## config.mk

```make
export PLATFORM = sky130hd
export DESIGN_NAME = sim_uart_in_responder
export DESIGN_NICKNAME = d
export VERILOG_FILES = /design/src/rtl/sim_uart_in_responder.sv
export SDC_FILE = /design/constraint.sdc
export NUM_CORES = 1
export LEC_CHECK = 0
export BUFFER_PORTS_ARGS = -buffer_cell sky130_fd_sc_hd__buf_2
export CAP_MARGIN = 30
export CORE_MARGIN = 2
export CORE_UTILIZATION = 50
export CTS_CLUSTER_DIAMETER = 30
export DETAILED_ROUTE_END_ITERATION = 7
export PLACE_DENSITY = 0.68
export REMOVE_ABC_BUFFERS = 1
export SLEW_MARGIN = 40
export SYNTH_ARGS = -nofsm -noshare
export SYNTH_HDL_FRONTEND = slang
export SYNTH_SLANG_ARGS = --single-unit
```

## constraint.sdc

```tcl
create_clock -name clock -period 7 [get_ports clock]
set_input_delay 0.7 -clock clock [delete_from_list [all_inputs] [get_ports clock]]
set_output_delay 0.7 -clock clock [all_outputs]
set_load 0.005 [all_outputs]
```

## src/rtl/sim_uart_in_responder.sv

```systemverilog
// Purpose: byte FIFO that serves a simulated UART-in read port, with an optional idle gap after each delivered byte.
// Latency: a pushed byte becomes readable on the cycle after its push. Read data is returned in the same cycle as the strobe.
// Backpressure: push_ready is low while the FIFO is full. A read with nothing deliverable returns EMPTY_CH and counts a miss.
module sim_uart_in_responder #(
  parameter int         DEPTH    = 16,
  parameter int         GAP      = 0,
  parameter logic [7:0] EMPTY_CH = 8'hff
) (
  input  logic                   clock,
  input  logic                   reset,
  input  logic                   push_valid,
  input  logic [7:0]             push_ch,
  output logic                   push_ready,
  input  logic                   difftest_uart_in_valid,
  output logic [7:0]             difftest_uart_in_ch,
  output logic [$clog2(DEPTH):0] level,
  output logic [15:0]            miss_cnt
);

  localparam int AW = $clog2(DEPTH);
  localparam int LW = AW + 1;
  localparam int GW = (GAP > 0) ? $clog2(GAP + 1) : 1;

  typedef enum logic [1:0] {IDLE, READY, HOLD} state_t;

  state_t          state;
  logic [7:0]      mem [DEPTH];
  logic [AW-1:0]   rptr;
  logic [AW-1:0]   wptr;
  logic [GW-1:0]   gap_cnt;
  logic            do_push;
  logic            do_pop;
  logic            deliverable;
  logic [LW-1:0]   level_nxt;

  // Handshakes and output data come only from registers; the read strobe never feeds the returned byte.
  assign push_ready          = (level != LW'(DEPTH));
  assign deliverable         = (state == READY);
  assign do_push             = push_valid && push_ready;
  assign do_pop              = difftest_uart_in_valid && deliverable;
  assign level_nxt           = level + LW'(do_push) - LW'(do_pop);
  assign difftest_uart_in_ch = deliverable ? mem[rptr] : EMPTY_CH;

  // Storage is not reset; occupancy tracking guarantees stale entries are never read.
  always_ff @(posedge clock) begin
    if (do_push) mem[wptr] <= push_ch;
  end

  // Pointers, occupancy and the saturating miss counter.
  always_ff @(posedge clock or posedge reset) begin
    if (reset) begin
      rptr     <= '0;
      wptr     <= '0;
      level    <= '0;
      miss_cnt <= '0;
    end else begin
      if (do_push) wptr <= wptr + AW'(1);
      if (do_pop)  rptr <= rptr + AW'(1);
      level <= level_nxt;
      if (difftest_uart_in_valid && !deliverable && (miss_cnt != 16'hffff))
        miss_cnt <= miss_cnt + 16'd1;
    end
  end

  // Delivery FSM: a pop with a nonzero gap holds off further reads for GAP cycles.
  always_ff @(posedge clock or posedge reset) begin
    if (reset) begin
      state   <= IDLE;
      gap_cnt <= '0;
    end else if (do_pop && (GAP > 0)) begin
      state   <= HOLD;
      gap_cnt <= GW'(GAP);
    end else if (state == HOLD) begin
      gap_cnt <= gap_cnt - GW'(1);
      if (gap_cnt == GW'(1))
        state <= (level_nxt != '0) ? READY : IDLE;
    end else begin
      state <= (level_nxt != '0) ? READY : IDLE;
    end
  end

endmodule

```

Word level (Yosys, flattened, before mapping):

Memories as Yosys holds them, arrays and structs flattened.
Cells that the tools add are included.

* register bits after elaboration: 32
* latch bits: 0
* RAM bits: 128
* memory bits (read-only): 0
* bits of input ports: 12
* memories: 1

* $add $sub $neg: 6
* multipliers: 0
* divide/modulo/power cells: 0
* $lt $le $gt $ge: 0
* eq/ne operators: 5
* shift operators: 0
* multiplexer cells: 6
* bitwise gates (word level): 0
* reduce and logical (&&, ||, !) cells: 6

Memory list
* mem: words 16, width 8, read ports 1, clocked after Yosys merged registers in 0, wr ports 1, RTL line 27 `logic [7:0] mem [DEPTH];`

Operators with widths (count)
* $add 16x1->16 const B: 1
* $ne 16x16->1 const B: 1
* $add 4x1->4 const B: 2
* $mux 8: 1
* $add 5x1->5: 1
* $ne 5x5->1 const B: 1
* $reduce_bool 5->1: 1
* $sub 5x1->5: 1
* $logic_and 1x1->1: 4
* $mux 2: 2
* $mux 1: 3
* $eq 2x1->1 const B: 1
* $eq 2x2->1 const B: 1
* $ne 2x2->1 const B: 1
* $logic_not 1->1: 1
* $sub 1x1->1 const B: 1

Longest topological paths before layout:

Gate-level depths: netlist (run 1).

* depth after elaboration: 8
* depth in mapped cells: 14
* mapped depth without buffers: 13

Least setup slack after synthesis (run 1):

No wires, ideal clock.

* path kind: reg-to-reg
* start point: register level[2]
* end point: register state[0]
* library setup time: 131 ps
* arrival: 2775 ps
* required time: 6869 ps
* path slack: 4094 ps
* cell stages (with the launch flop): 14
* path buffers: 1
* path through: dfrtp_1 inv_1 ha_1 nand4bb_1 and2_1 clkbuf_1 inv_1 ha_1 inv_1 ha_1 fa_1 xor2_1 or3_1 or3_1

* cells in the longest elaborated chain, start to end: 8

RTL lines
* from (decl): RTL line 16 `output logic [$clog2(DEPTH):0] level,`
* from (signal assigned): RTL line 59 `level <= level_nxt;`
* $ne 5x5->1 (*): RTL line 37 `assign push_ready = (level != LW'(DEPTH));`
* net push_ready: RTL line 13 `output logic push_ready,`
* $logic_and 1x1->1 (*): RTL line 39 `assign do_push = push_valid && push_ready;`
* $add 5x1->5 (*): RTL line 41 `assign level_nxt = level + LW'(do_push) - LW'(do_pop);`
* $sub 5x1->5 (*): RTL line 41
* net level_nxt[2]: RTL line 34 `logic [LW-1:0] level_nxt;`
* $reduce_bool 5->1 (*): RTL line 76, 78
* $mux 1 (*): RTL line 76, 78
* $mux 2: RTL line 75 `if (gap_cnt == GW'(1))`
* $mux 2 (*): RTL line 73 `end else if (state == HOLD) begin`
* to (signal assigned): RTL line 76 `state <= (level_nxt != '0) ? READY : IDLE;`
* to (signal assigned): RTL line 78 `state <= (level_nxt != '0) ? READY : IDLE;`
* to (decl): RTL line 26 `state_t state;`

The timed path passes the listed nets; every way through them passes the cells marked *. The select of a mux whose other input is x is not followed.
A chain may end at the register's enable or synchronous reset.

Worst setup path after layout (run 1):

* start point: register rptr[0]
* end point: output port difftest_uart_in_ch[2]

* cells in the longest elaborated chain, start to end: 2

RTL lines
* from (decl): RTL line 28 `logic [AW-1:0] rptr;`
* from (signal assigned): RTL line 58 `if (do_pop) rptr <= rptr + AW'(1);`
* $mem_v2 16x8
* $mux 8: RTL line 42 `assign difftest_uart_in_ch = deliverable ? mem[rptr] : EMPTY_CH;`
* to (decl): RTL line 15 `output logic [7:0] difftest_uart_in_ch,`

Every way passes these cells.

==> impl_metrics.yaml, run 1 <==
synthesis:
  synth-edff-count: 128
  synth_area_mm2: 0.006609
  synth_top_area_share: 0.5816
  synth-seq-cells: 158
  yosys_most_used_dff: "edfxtp_1"
  synthMostInstantiatedCell: "edfxtp_1"
  synth_area_per_cell_um2: 15.89
  ys_seq_area_frac: 0.6952
  synth_area_leaders: "edfxtp_1, dfrtp_1, mux2i_1"
  synth_warnings: 0
  synth_common_cells: "edfxtp_1, mux2i_1, nand2_1"
  syn_inst: 416
  yosysTopAreaCell: "edfxtp_1"
  synth_async_sr_flop_share: 0.1899
  synth_cell_types: 49
layout:
  fill_cells: 1027
  post-route-cell-area_mm2: 0.007528
  seqCellArea_mm2: 0.004596
  syn_to_final_growth_pct: 13.92
  fin_nets: 491
  n_antenna_cell: 0
  drive_above_1_share: 0.1837
  multi_input_area_mm2: 0.001899
global_routing:
  use_met3: 0.05125
  grt_start_max_net_pins: 57
  grt_first_pass_wirelength_mm: 20.15
  top_usage_layer: "met2"
  grt_use_met1: 0.2549
  overflow: 0
  grt_usage: 0.1942
  antenna_found_initial: 0
  use_met2: 0.3071
  grt_pass1_vias: 3659
critical_path:
  end_kind: "output port"
  critPathRequiredTime_ps: 6300
  critPathLaunchType: "flop"
  cp_max_fo: 15
  path_class: "flop to output port"
  worstPathArrival_ps: 2630
  ff2ff_setup_slack_ps: 3980
  crit_start: "rptr[0]"
  worst_path_largest_cell_delay_ps: 660
  rr_startpoint: "level[2]"
  r2r_end: "state[0]"
  cp_slowest_cell: "nor2b_1"
  r2r_cells: 13
  cp-endpoint: "difftest_uart_in_ch[2]"
  crit_path_cell_trace: "nor2b_1 > nand2_1 > o22a_1 > nand4_1 > buf_2"
timing:
  setup_viol: 0
  slew_headroom: 0.4610
  hold_violations: 0
  finalMaxSlewViolations: 0
  fin_tns_setup_ps: 0
  fin_skew_ps: 7.153
  worstMarginPinSlew_ps: 805.5
  fin_crit_ps: 3331
  period_share: 0.4759
  rsz0062_at_grt: "false"
  fmax_ghz: 0.3002
clocking:
  cts_hold_buf: 0
  cts_buffers: 17
  clock_sinks: 158
  clk_latency_ps: 420
  clk_pin_slew_ps: 60
  cts_tree: "done"
  clockRootBuffer: "clkbuf_16"
  cts_resized: 0
  ctsHtreeMaxLevel: 4
  clockBufferDepth: 2
  postCtsSetupRepairBufs: 0
floorplan:
  num_rows: 42
  core_area_mm2: 0.01309
  die_h_um: 119.0
  die_w_um: 119.0
  ioPinCount: 42
  die_area_mm2: 0.01415
  start_util: 0.5051
placement:
  placed_cell_area_mm2: 0.007007
  port_buffers: 41
  dp_hpwl_mm: 8.239
  routabilityCongestion: 0.7914
power:
  power.density_mw_per_mm2: 392.4
  p_leak_nw: 2.824
  ir_drop_uv: 219.3
hold_path:
  hold_path_class: "input port to async pin"
detailed_routing:
  vias: 3671
  drtAntennaViolNets: 0
  drc: 0
  vias_per_cell: 5.605
  first_pass_iters: 5
  drt-wirelength-per-cell_um: 19.76
  drt_iter0_drc: 314
  drt_wl_total_mm: 12.94
run:
  cap_viol_max_count: 0
outcome:
  status: "finished, final reports clean"
where the power goes:
part | total, mW | switching (mW) | internal [mW] | leakage, nW
logic | 0.881 | 0.501 | 0.380 | 1.05
registers | 1.26 | 0.108 | 1.15 | 1.53
clock network | 0.815 | 0.338 | 0.476 | 0.248
how the worst min path moves through the flow:
stage | start | to
global route | reset | wptr[0]
floorplan | rptr[2] | rptr[2]
finish | reset | level[0]
CTS | reset | miss_cnt[4]
global placement | miss_cnt[4] | miss_cnt[4]
detailed placement | miss_cnt[4] | miss_cnt[4]
per-stage QoR:
step / util / instances / worst slack (ps) / power (mW) / hold slack (ps)
after global placement: 0.5352 / 623 / 4082 / 2.128 / 499.3
after CTS: 0.5748 / 655 / 3573 / 2.976 / 345.9
final: 0.5753 / 655 / 3669 / 2.954 / 340.6
after floorplan: - / 400 / 3732 / 1.857 / 492.9
after global routing: 0.5753 / 655 / 3460 / 3.100 / 374.0
after detailed placement: 0.5355 / 623 / 3986 / 2.163 / 506.7
critical path, delay by kind of cell, from the launching register on:
kind	cells	cell delay [ps]
AO/OA/AOI/OAI	1	270
AND/OR/NAND/NOR	3	1160
flip-flops	1	630
buffers and inverters	1	130
per-layer routing:
layer | up-vias | wire length, µm
met5 | - | 0
met4 | 0 | 296
met3 | 21 | 780
met2 | 116 | 6290
met1 | 1841 | 5575
li1 | 1693 | -
registers in the layout, indices dropped and copies added (netlist names):
name,flops
level,5
mem,128
miss_cnt,16
rptr,4
state,1
wptr,4
final cells by class:
cell class	count	area share
Clock buffer	20	0.05800
Clock inverter	12	0.01030
Inverter	12	0.005983
Multi-Input combinational cell	230	0.2523
Sequential cell	158	0.6104
Tap cell	176	0.02925
Timing Repair Buffer	47	0.03374
placed cells by master, fill, tap and decap left out, types with 9 or more instances in the layout:
| master | netlist | final |
|---|---|---|
| clkbuf_16 | 0 | 17 |
| inv_1 | 11 | 11 |
| ha_1 | 12 | 12 |
| xor2_1 | 9 | 9 |
| nand4_1 | 14 | 14 |
| edfxtp_1 | 128 | 128 |
| mux2i_1 | 48 | 48 |
| dfrtp_1 | 30 | 29 |
| xnor2_1 | 9 | 9 |
| nand2_1 | 32 | 32 |
| nor2_1 | 20 | 17 |
| buf_2 | 5 | 41 |
| clkinv_1 | 1 | 9 |
logic make-up after synthesis:
logic type,Yosys count,share of synthesized area
xor gates and xnor gates,18,0.02386
DFF,158,0.6952
buffers and inverters,28,0.01855
AOI/OAI and AO/OA,38,0.04487
adders and majority gates,13,0.02575
and+or+nand+nor,99,0.08103
muxes,62,0.1108
(Power assumes the default switching activity.)
==> run 2, diff against run 1 <==
==> constraint.sdc (replaced) <==
create_clock -name clock -period 3.1 [get_ports clock]
set_input_delay 0.31 -clock clock [delete_from_list [all_inputs] [get_ports clock]]
set_output_delay 0.31 -clock clock [all_outputs]
set_load 0.005 [all_outputs]
==> impl_metrics.yaml, run 2 (same netlist as run 1, synthesis figures left out) <==
layout:
  syn_to_final_growth_pct: 15.52
  max_flop_register: "mem"
  fin_nets: 499
  largest_register_ffs: 128
  n_antenna_cell: 0
  reg_top3: "mem: 128 flops, miss_cnt: 16 flops, level: 5 flops"
  drive_above_1_share: 0.2053
  mostFrequentLayoutCell: "edfxtp_1"
  finalNonFillerCells: 663
  final_cell_mix: "edfxtp_1, mux2i_1, buf_2, nand2_1, dfrtp_1"
global_routing:
  grt_first_pass_wirelength_mm: 19.53
  grt_pass1_vias: 3618
  antenna_found_initial: 0
  grt_usage: 0.1892
  grt_start_max_net_pins: 30
  overflow: 0
timing:
  fin_tns_setup_ps: 0
  rsz0062_at_grt: "false"
  fin_crit_ps: 2759
  setup_viol: 0
  worstMarginPinSlew_ps: 813.1
  fmax_ghz: 0.3625
  finalMaxSlewViolations: 0
  fin_skew_ps: 4.823
  hold_violations: 0
  period_share: 0.8899
  slew_headroom: 0.4559
critical_path:
  end_kind: "flop"
  cp_max_fo: 3
  critPathRequiredTime_ps: 3400
  crit_start: "level[3]"
  worstPathArrival_ps: 3060
  rr_startpoint: "level[3]"
  critPathLaunchType: "flop"
  path_class: "flop to flop"
floorplan:
  start_util: 0.5051
  num_rows: 42
  die_h_um: 119.0
  ioPinCount: 42
  die_area_mm2: 0.01415
  die_w_um: 119.0
  core_area_mm2: 0.01309
detailed_routing:
  drt-wirelength-per-cell_um: 18.96
  first_pass_iters: 5
  vias_per_cell: 5.529
  drtAntennaViolNets: 0
  drt_wl_total_mm: 12.57
  drc: 0
  vias: 3666
  drt_iter0_drc: 337
clocking:
  ctsHtreeMaxLevel: 4
  clock_sinks: 158
  cts_resized: 0
  clk_latency_ps: 420
  cts_tree: "done"
  postCtsSetupRepairBufs: 0
  clk_pin_slew_ps: 60
  clockRootBuffer: "clkbuf_16"
  clockBufferDepth: 2
  cts_buffers: 17
power:
  ir_drop_uv: 518.2
  power.density_mw_per_mm2: 892.2
  p_leak_nw: 2.879
  seqPwrFrac: 0.418
  combinationalPowerShare: 0.299
  power_frac_clock: 0.284
  switching_power_mw: 2.146
  switching_share: 0.3151
  p_int_mw: 4.666
placement:
  dp.cells: 630
  dp_hpwl_mm: 8.223
  port_buffers: 41
  routabilityCongestion: 0.8204
hold_path:
  hold_path_class: "input port to flop"
  min_from: "push_ch[2]"
run:
  cap_viol_max_count: 0
outcome:
  status: "finished, final reports clean"
==> run 2: cell count changes in the layout (fill, tap and decap cells not counted), moves of 2 or more <==
cell | previous run | this run
clkinv_1 | 9 | 6
clkinvlp_4 | 1 | 4
clkbuf_1 | 3 | 0
nor2_1 | 17 | 19
nor2_2 | 3 | 1
clkinv_2 | 2 | 4
buf_4 | 5 | 12
==> run 2: layout make-up <==
type / count / area (µm²)
Clock buffer: 17 / 425.4
Clock inverter: 15 / 128.9
Fill cell: 985 / 5450
Inverter: 12 / 45.04
Multi-Input combinational cell: 230 / 1894
Sequential cell: 158 / 4596
Tap cell: 176 / 220.2
Timing Repair Buffer: 55 / 325.3
==> run 2: worst max-delay path, cell delays in order, from the launching register on <==
cell and delay (ps):
dfrtp_1 380, inv_1 80, ha_1 180, nand4bb_1 110, and2_1 150, inv_1 40, ha_1 260, inv_1 40
ha_1 200, fa_1 410, xor2_1 170, or3_1 300, or3_1 310
==> run 2: stage by stage <==
step	utilization	worst slack [ps]	hold slack, ps	power, mW	instance area, µm²
2_1_floorplan	-	222.1	400.8	4.193	6531
5_1_grt	0.5835	178.6	285.3	7.164	7635
4_1_cts	0.5825	317.3	62.50	6.859	7622
3_3_place_gp	0.5402	433.8	498.7	4.854	7068
6_report	0.5835	341.3	292.0	6.812	7635
3_5_place_dp	0.5402	336.8	506.3	4.935	7068
==> run 2: power groups by stage <==
stage          clock network, mW  logic [mW]  registers, mW
3_3_place_gp                   0        1.99           2.87
4_1_cts                     1.95        2.06           2.84
5_1_grt                     2.04        2.25           2.88
6_report                    1.93        2.03           2.84
2_1_floorplan                  0        1.25           2.94
3_5_place_dp                   0        2.05           2.89
==> run 2: repair_timing <==
item / in CTS / in global routing
hold buffers: 0 / 1
setup endpoints to repair: 0 / 0
hold endpoints to repair: 0 / 21
==> run 2: final timing paths <==
kind	end	slack [ps]	cells past startpoint
max	state[0]	340	12
min	mem[5][2]	290	1
max reg2reg	state[0]	340	12
min reg2reg	miss_cnt[0]	520	1
max in group asynchronous	wptr[1]	2150	4
min in group asynchronous	miss_cnt[1]	440	3
==> run 2: routing by layer <==
layer	GRT usage	wire, µm
met2	0.3010	6125
met4	0.08333	250
met5	0	0
met1	0.2499	5647
met3	0.04454	547
